[src/rtl/gpio_apb_arbiter.sv]
// Two-requester APB arbiter in front of one shared APB slave. Round-robin grant,
// registered outputs, and a per-transfer ACCESS timeout that forces an error response.
module gpio_apb_arbiter #(
    parameter int ADDR_W  = 6,
    parameter int DATA_W  = 32,
    parameter int TMO_CYC = 16
) (
    input  logic              PCLK,
    input  logic              PRESETn,
    input  logic              m0_psel,
    input  logic              m0_penable,
    input  logic              m0_pwrite,
    input  logic [ADDR_W-1:0] m0_paddr,
    input  logic [DATA_W-1:0] m0_pwdata,
    output logic [DATA_W-1:0] m0_prdata,
    output logic              m0_pready,
    output logic              m0_pslverr,
    input  logic              m1_psel,
    input  logic              m1_penable,
    input  logic              m1_pwrite,
    input  logic [ADDR_W-1:0] m1_paddr,
    input  logic [DATA_W-1:0] m1_pwdata,
    output logic [DATA_W-1:0] m1_prdata,
    output logic              m1_pready,
    output logic              m1_pslverr,
    output logic              s_psel,
    output logic              s_penable,
    output logic              s_pwrite,
    output logic [ADDR_W-1:0] s_paddr,
    output logic [DATA_W-1:0] s_pwdata,
    input  logic [DATA_W-1:0] s_prdata,
    input  logic              s_pready,
    input  logic              s_pslverr,
    output logic              tmo_pulse,
    output logic [7:0]        tmo_count
);
    typedef enum logic [1:0] {IDLE, SETUP, ACCESS, RESP} state_t;

    state_t            r_state;
    logic              r_last;
    logic              r_gnt;
    logic [7:0]        r_cnt;
    logic              r_s_psel, r_s_penable, r_s_pwrite;
    logic [ADDR_W-1:0] r_s_paddr;
    logic [DATA_W-1:0] r_s_pwdata;
    logic [DATA_W-1:0] r_m0_prdata, r_m1_prdata;
    logic              r_m0_pready, r_m1_pready, r_m0_pslverr, r_m1_pslverr;
    logic              r_tmo_pulse;
    logic [7:0]        r_tmo_count;

    logic              w_pick1, w_tmo, w_keep, w_err;
    logic [DATA_W-1:0] w_rdata;
    logic              w_unused;

    // Requester penable plays no part in arbitration.
    assign w_unused = m0_penable ^ m1_penable;

    assign w_pick1 = m1_psel & (~m0_psel | ~r_last);
    assign w_tmo   = (r_cnt == 8'(TMO_CYC - 1));
    assign w_keep  = r_gnt ? m1_psel : m0_psel;
    assign w_rdata = s_pready ? s_prdata : '0;
    assign w_err   = s_pready ? s_pslverr : 1'b1;

    always_ff @(posedge PCLK or negedge PRESETn) begin
        if (!PRESETn) begin
            r_state      <= IDLE;
            r_last       <= 1'b1;
            r_gnt        <= 1'b0;
            r_cnt        <= '0;
            r_s_psel     <= 1'b0;
            r_s_penable  <= 1'b0;
            r_s_pwrite   <= 1'b0;
            r_s_paddr    <= '0;
            r_s_pwdata   <= '0;
            r_m0_prdata  <= '0;
            r_m1_prdata  <= '0;
            r_m0_pready  <= 1'b0;
            r_m1_pready  <= 1'b0;
            r_m0_pslverr <= 1'b0;
            r_m1_pslverr <= 1'b0;
            r_tmo_pulse  <= 1'b0;
            r_tmo_count  <= '0;
        end else begin
            r_tmo_pulse  <= 1'b0;
            r_m0_pready  <= 1'b0;
            r_m1_pready  <= 1'b0;
            r_m0_prdata  <= '0;
            r_m1_prdata  <= '0;
            r_m0_pslverr <= 1'b0;
            r_m1_pslverr <= 1'b0;
            case (r_state)
                IDLE: begin
                    if (m0_psel || m1_psel) begin
                        r_gnt       <= w_pick1;
                        r_last      <= w_pick1;
                        r_s_pwrite  <= w_pick1 ? m1_pwrite : m0_pwrite;
                        r_s_paddr   <= w_pick1 ? m1_paddr  : m0_paddr;
                        r_s_pwdata  <= w_pick1 ? m1_pwdata : m0_pwdata;
                        r_s_psel    <= 1'b1;
                        r_s_penable <= 1'b0;
                        r_state     <= SETUP;
                    end
                end
                SETUP: begin
                    r_s_penable <= 1'b1;
                    r_cnt       <= '0;
                    r_state     <= ACCESS;
                end
                ACCESS: begin
                    if (s_pready || w_tmo) begin
                        r_s_psel    <= 1'b0;
                        r_s_penable <= 1'b0;
                        r_state     <= RESP;
                        // A requester that let go of psel gets no response.
                        if (w_keep && !r_gnt) begin
                            r_m0_pready  <= 1'b1;
                            r_m0_prdata  <= w_rdata;
                            r_m0_pslverr <= w_err;
                        end
                        if (w_keep && r_gnt) begin
                            r_m1_pready  <= 1'b1;
                            r_m1_prdata  <= w_rdata;
                            r_m1_pslverr <= w_err;
                        end
                        if (!s_pready) begin
                            r_tmo_pulse <= 1'b1;
                            if (r_tmo_count != 8'hFF) r_tmo_count <= r_tmo_count + 8'd1;
                        end
                    end else begin
                        r_cnt <= r_cnt + 8'd1;
                    end
                end
                default: r_state <= IDLE;
            endcase
        end
    end

    assign s_psel     = r_s_psel;
    assign s_penable  = r_s_penable;
    assign s_pwrite   = r_s_pwrite;
    assign s_paddr    = r_s_paddr;
    assign s_pwdata   = r_s_pwdata;
    assign m0_prdata  = r_m0_prdata;
    assign m0_pready  = r_m0_pready;
    assign m0_pslverr = r_m0_pslverr;
    assign m1_prdata  = r_m1_prdata;
    assign m1_pready  = r_m1_pready;
    assign m1_pslverr = r_m1_pslverr;
    assign tmo_pulse  = r_tmo_pulse;
    assign tmo_count  = r_tmo_count;
endmodule

[config.mk]
export PLATFORM = sky130hd
export DESIGN_NAME = gpio_apb_arbiter
export DESIGN_NICKNAME = d
export VERILOG_FILES = /design/src/rtl/gpio_apb_arbiter.sv
export SDC_FILE = /design/constraint.sdc
export NUM_CORES = 1
export LEC_CHECK = 0
export ABC_AREA = 0
export ABC_CLOCK_PERIOD_IN_PS = 3750
export BUFFER_PORTS_ARGS = -buffer_cell sky130_fd_sc_hd__buf_2
export CAP_MARGIN = 20
export CORE_MARGIN = 4
export CORE_UTILIZATION = 40
export CTS_BUF_LIST = sky130_fd_sc_hd__clkbuf_2 sky130_fd_sc_hd__clkbuf_4 sky130_fd_sc_hd__clkbuf_8
export CTS_CLUSTER_SIZE = 25
export DETAILED_ROUTE_END_ITERATION = 16
export GPL_TIMING_DRIVEN = 0
export MAX_ROUTING_LAYER = met4
export PLACE_DENSITY_LB_ADDON = 0.15
export SLEW_MARGIN = 20
export SYNTH_ARGS = -nofsm -noshare
export SYNTH_HDL_FRONTEND = slang
export SYNTH_SLANG_ARGS = --single-unit
[constraint.sdc]
create_clock -name PCLK -period 3.75 [get_ports PCLK]
set_clock_uncertainty 0.15 [all_clocks]
set_input_delay 0.75 -clock PCLK [delete_from_list [all_inputs] [get_ports PCLK]]
set_output_delay 0.75 -clock PCLK [all_outputs]
set_load 0.02 [all_outputs]
**Yosys cells after proc, flatten, opt, wreduce, memory -nomap -nowiden**

Cells that the tools add are included.

- Input bits: 118
- Flip-flop bits (word level): 130

- Reductions and logical operators: 15
- Multiplexer cells: 37
- Add/sub/neg operators: 2
- Bitwise operators: 5
- Equality and inequality tests: 7

Operators with widths:

| cell | number |
|---|---|
| 32-bit two-way mux | 8 |
| 1-bit two-way mux | 21 |
| 8-bit by 1-bit adder with 8-bit output (second input constant) | 2 |
| 8-bit case mux with 2 select lines | 1 |
| 8-bit by 4-bit == test with 1-bit output (second input constant) | 1 |
| 8-bit two-way mux | 1 |
| 8-bit != test (second input constant) | 1 |
| 6-bit two-way mux | 1 |
| 2-bit != test (second input constant) | 3 |
| 2-bit case mux with 3 select lines | 1 |
| 2-bit AND reduction | 3 |
| 3-bit AND reduction | 2 |
| 2-bit two-way mux | 2 |
| 4-bit AND reduction | 1 |
| 2-bit nonzero test | 2 |
| 1-bit inverter | 3 |
| 1-bit case mux with 3 select lines | 1 |
| 3-bit nonzero test | 1 |
| 2-bit by 1-bit == test with 1-bit output (second input constant) | 1 |
| 2-bit == test (second input constant) | 1 |
| 1-bit logical AND | 2 |
| 2-bit zero test | 1 |
| 1-bit logical OR | 2 |
| 1-bit case mux with 2 select lines | 1 |
| 3 further kinds | 3 |

**Logic depth before layout (Yosys ltp)**

- Depth after elaboration: 5
- Depth in mapped cells: 7
- Gate-level depth less buffers: 6

**Worst setup path after synthesis**

Ideal clock, no wire load.

- Path kind: in2reg
- From: in s_pready
- To: reg r_state[0]
- Stages: 5
- Slack: 1.687 ns
- Setup time: 0.125 ns
- Arrival: 1.788 ns
- Path buffers: 1
- Cells stage by stage: and2b_1 -> a21bo_1 -> buf_6 -> a21boi_4 -> mux2_2

- Cells in the longest elaborated chain, start to end: 3

Ends and longest elaborated chain:

| what | line | RTL |
|---|---|---|
| start, declared | 32 | `input logic s_pready,` |
| 1-bit logical OR | 110 | `if (s_pready \|\| w_tmo) begin` |
| 2-bit != test (no source line) | - |  |
| 2-bit AND reduction (no source line) | - |  |
| end signal, assigned | 107 | `r_state <= ACCESS;` |
| end signal, assigned | 113 | `r_state <= RESP;` |
| end signal, assigned | 133 | `default: r_state <= IDLE;` |
| end, declared | 39 | `state_t r_state;` |

Every way passes these cells.
A chain may end at the register's enable or synchronous reset.

**Worst setup path in the final report**

- From: reg r_state[0]
- To: reg r_state[1]

- Cells in the longest elaborated chain, start to end: 3

Ends and longest elaborated chain:

| what | line | RTL |
|---|---|---|
| start signal, assigned | 66 | `r_state <= IDLE;` |
| start signal, assigned | 101 | `r_state <= SETUP;` |
| start signal, assigned | 107 |  |
| 2-bit == test / 2-bit zero test (equally long branches) | 91 | `case (r_state)` |
| 2-bit != test (no source line) | - |  |
| 2-bit AND reduction (no source line) | - |  |

Several ways; a longest one is shown, not always the timed one.

==> metrics.cfg <==
[clock_tree]
htreeDepth=4
numCtsBuffers=17
cts_resized=0
worst_skew_pair.late_latency_ns=0.42
clkTransAtPathRegs_ns=0.07
cts_tree=built
cts_root_buf=clkbuf_8
cts.path.max_buffers=2
hold_buffers=0
clock_sinks=130
cts_setup_buffers=0

[timing]
tightestPinTransition_ns=0.5163
finalCriticalPeriod_ns=2.184
setup_slack_ns=1.566
finalSetupViolCount=0
slew-limit-headroom=0.6535
min_period_over_period=0.5824
setup_tns_ns=0
drv_slew=0
fmax_mhz=457.9
rsz0062_at_grt=false
finalHoldViolCount=0

[yosys]
synth_fa_ha_area_frac=0.01467
yosysMostFrequentCell=dfrtp_1
netlist_area_sq_um=5119
ys_warn_count=0
synthFlopType=dfrtp_1
synth_edf_count=0
synth_xor_area_frac=0.01198
avgSynthCellArea_sq_um=12.04
synth_top_family_by_area=simple AND/OR/NAND/NOR gates
synth_cell_type_count=40
synthArstFlopShare=1.000
yosys.area_share.simple=0.1611
yosysTopAreaCellShare=0.6307
yosysSeqAreaShare=0.6358
synth.area.mux_share=0.08678
syn-instance-count=425
ys_ff_latch=130
synthTopCellsByCount=129 x dfrtp_1, 65 x and2_1, 49 x nand2_1
synth-compound-area-share=0.06747
yosys.area.top_type=dfrtp_1
ys_top_cells_by_area=dfrtp_1 63%, mux2i_1 8.0%, and2_1 7.9%
syn_nets=549

[min_path]
hold_class=primary input to async pin

[die]
die_x_um=121.1
num_rows=41
dieArea_sq_um=14670
start_util=0.4073
pin_count=236
fp.dieH_um=121.1
coreArea_sq_um=12570

[critical_path]
r2r-start=r_state[0]
path_max_fanout=9
start_kind=flop
cp.required_ns=3.91
cp-startpoint=r_state[0]
end_kind=flop
arrival_ns=2.34
path_class=flop to flop

[placement]
io_buffers=233
dp_cells=831
dpl.hpwl_mm=9.916
gp_congestion=0.7942
place_ws_ns=1.420
place_area_sq_um=6538

[global_route]
grt_pass1_wl_mm=20.71
grt_max_degree=68
grt_pass1_vias=4263
track_usage=0.1872
antenna_found_initial=0
grt_overflow=0

[cells_and_area]
nNetsFinal=802
fin_area_sq_um=6992
drive_gt1_frac=0.4038
diodes=0
utilization=0.5563
area.growth.synth_to_final_pct=36.59
stdcell_count=863

[power]
p_leak_nw=3.898
seqPwrFrac=0.401
max-vdd-ir-drop_v=0.0003295
swShare=0.3463
pwr_density_cell_nw_per_um2=656.4
p_clk_frac=0.290
combPwrFrac=0.309
p_int_mw=3.000
p_sw_mw=1.589

[detailed_routing]
vias_per_cell=4.635
drtIter0Drc=143
routed_wl_mm=12.78
postRouteAntennaNets=0
drc=0
firstDrtPassIters=4
detail_route.wl_per_cell_um=14.81
vias=4000

[job]
max-cap-violations=0

[run_status]
status=finished clean

[power by group through the flow]
stage | Sequential [mW] | Clock [mW] | Combinational [mW]
final | 1.84 | 1.33 | 1.42
after CTS | 1.85 | 1.37 | 1.45
after floorplan | 2.19 | 0 | 0.559
after detailed placement | 1.87 | 0 | 1.44
after global placement | 1.86 | 0 | 1.41
after global routing | 1.88 | 1.43 | 1.58
[final timing paths]
| path | slack, ns | depth (start not counted) | endpoint |
|---|---|---|---|
| worst max-delay path | 1.57 | 7 | r_state[1] |
| worst min-delay path | 0.10 | 1 | tmo_count[4] |
| worst max register to register | 1.57 | 7 | r_state[1] |
| worst min register to register | 0.32 | 2 | s_pwdata[0] |
| max in group asynchronous | 2.64 | 2 | r_last |
| min in group PCLK | 0.32 | 2 | s_pwdata[0] |
[state kept, by name, indices dropped and copies added, names as in the netlist, 2 cells and up]
register	cells
s_pwdata	32
r_cnt	8
tmo_count	8
s_paddr	6
m1_prdata	32
r_state	2
m0_prdata	32
[metal layers]
| metal | vias to the layer above | wire length [um] | track usage |
|---|---|---|---|
| met1 | 1892 | 5203 | 0.2185 |
| met5 | - | 0 | - |
| met4 | 0 | 225 | 0.07153 |
| met2 | 164 | 6201 | 0.2973 |
| li1 | 1928 | - | - |
| met3 | 16 | 1151 | 0.06807 |
[cell families (layout without fill, tap and decap cells)]
group | count (synthesis) | count (layout)
and+or+nand+nor | 151 | 151
DFF | 130 | 130
AOI/OAI and AO/OA | 60 | 60
xor gates and xnor gates | 7 | 7
buffers and inverters | 27 | 293
muxes | 44 | 44
adders and majority gates | 6 | 6
[stage by stage]
step                      hold WS (ns)  total power [mW]
final                           0.1019             4.589
after global routing           0.09479             4.892
after detailed placement        0.3149             3.316
after floorplan                 0.3044             2.746
after CTS                      0.08725             4.662
after global placement          0.3102             3.266
[final cells by class]
| cell class | instances | area [sq um] |
|---|---|---|
| plain buffers | 21 | 91.34 |
| clock buffers | 18 | 241.5 |
| clock inverters | 14 | 212.7 |
| fillers | 1138 | 5577 |
| inverters | 6 | 22.52 |
| multi-input cells | 268 | 1750 |
| flip-flops and latches | 130 | 3254 |
| well taps | 172 | 215.2 |
| repair buffers | 234 | 1204 |
[cell usage in the layout, fill, tap and decap left out, types with 10 or more instances in the layout]
| cell type | Yosys | layout |
|---|---|---|
| clkbuf_1 | 16 | 16 |
| mux2i_1 | 41 | 41 |
| o21ai_0 | 43 | 43 |
| clkbuf_8 | 0 | 17 |
| buf_2 | 4 | 236 |
| nand2_1 | 49 | 49 |
| and2_1 | 65 | 65 |
| dfrtp_1 | 129 | 129 |
| nor2_1 | 10 | 10 |
| nand3_1 | 10 | 10 |
[worst max-delay path, stage by stage, from the launching register on]
cell      delay, ns
dfrtp_1        0.39
inv_1          0.08
ha_1           0.29
and2b_1        0.25
a21bo_1        0.21
buf_6          0.13
a21boi_4       0.22
mux2_2         0.35
Note: power is estimated with default switching activity, not from simulation.
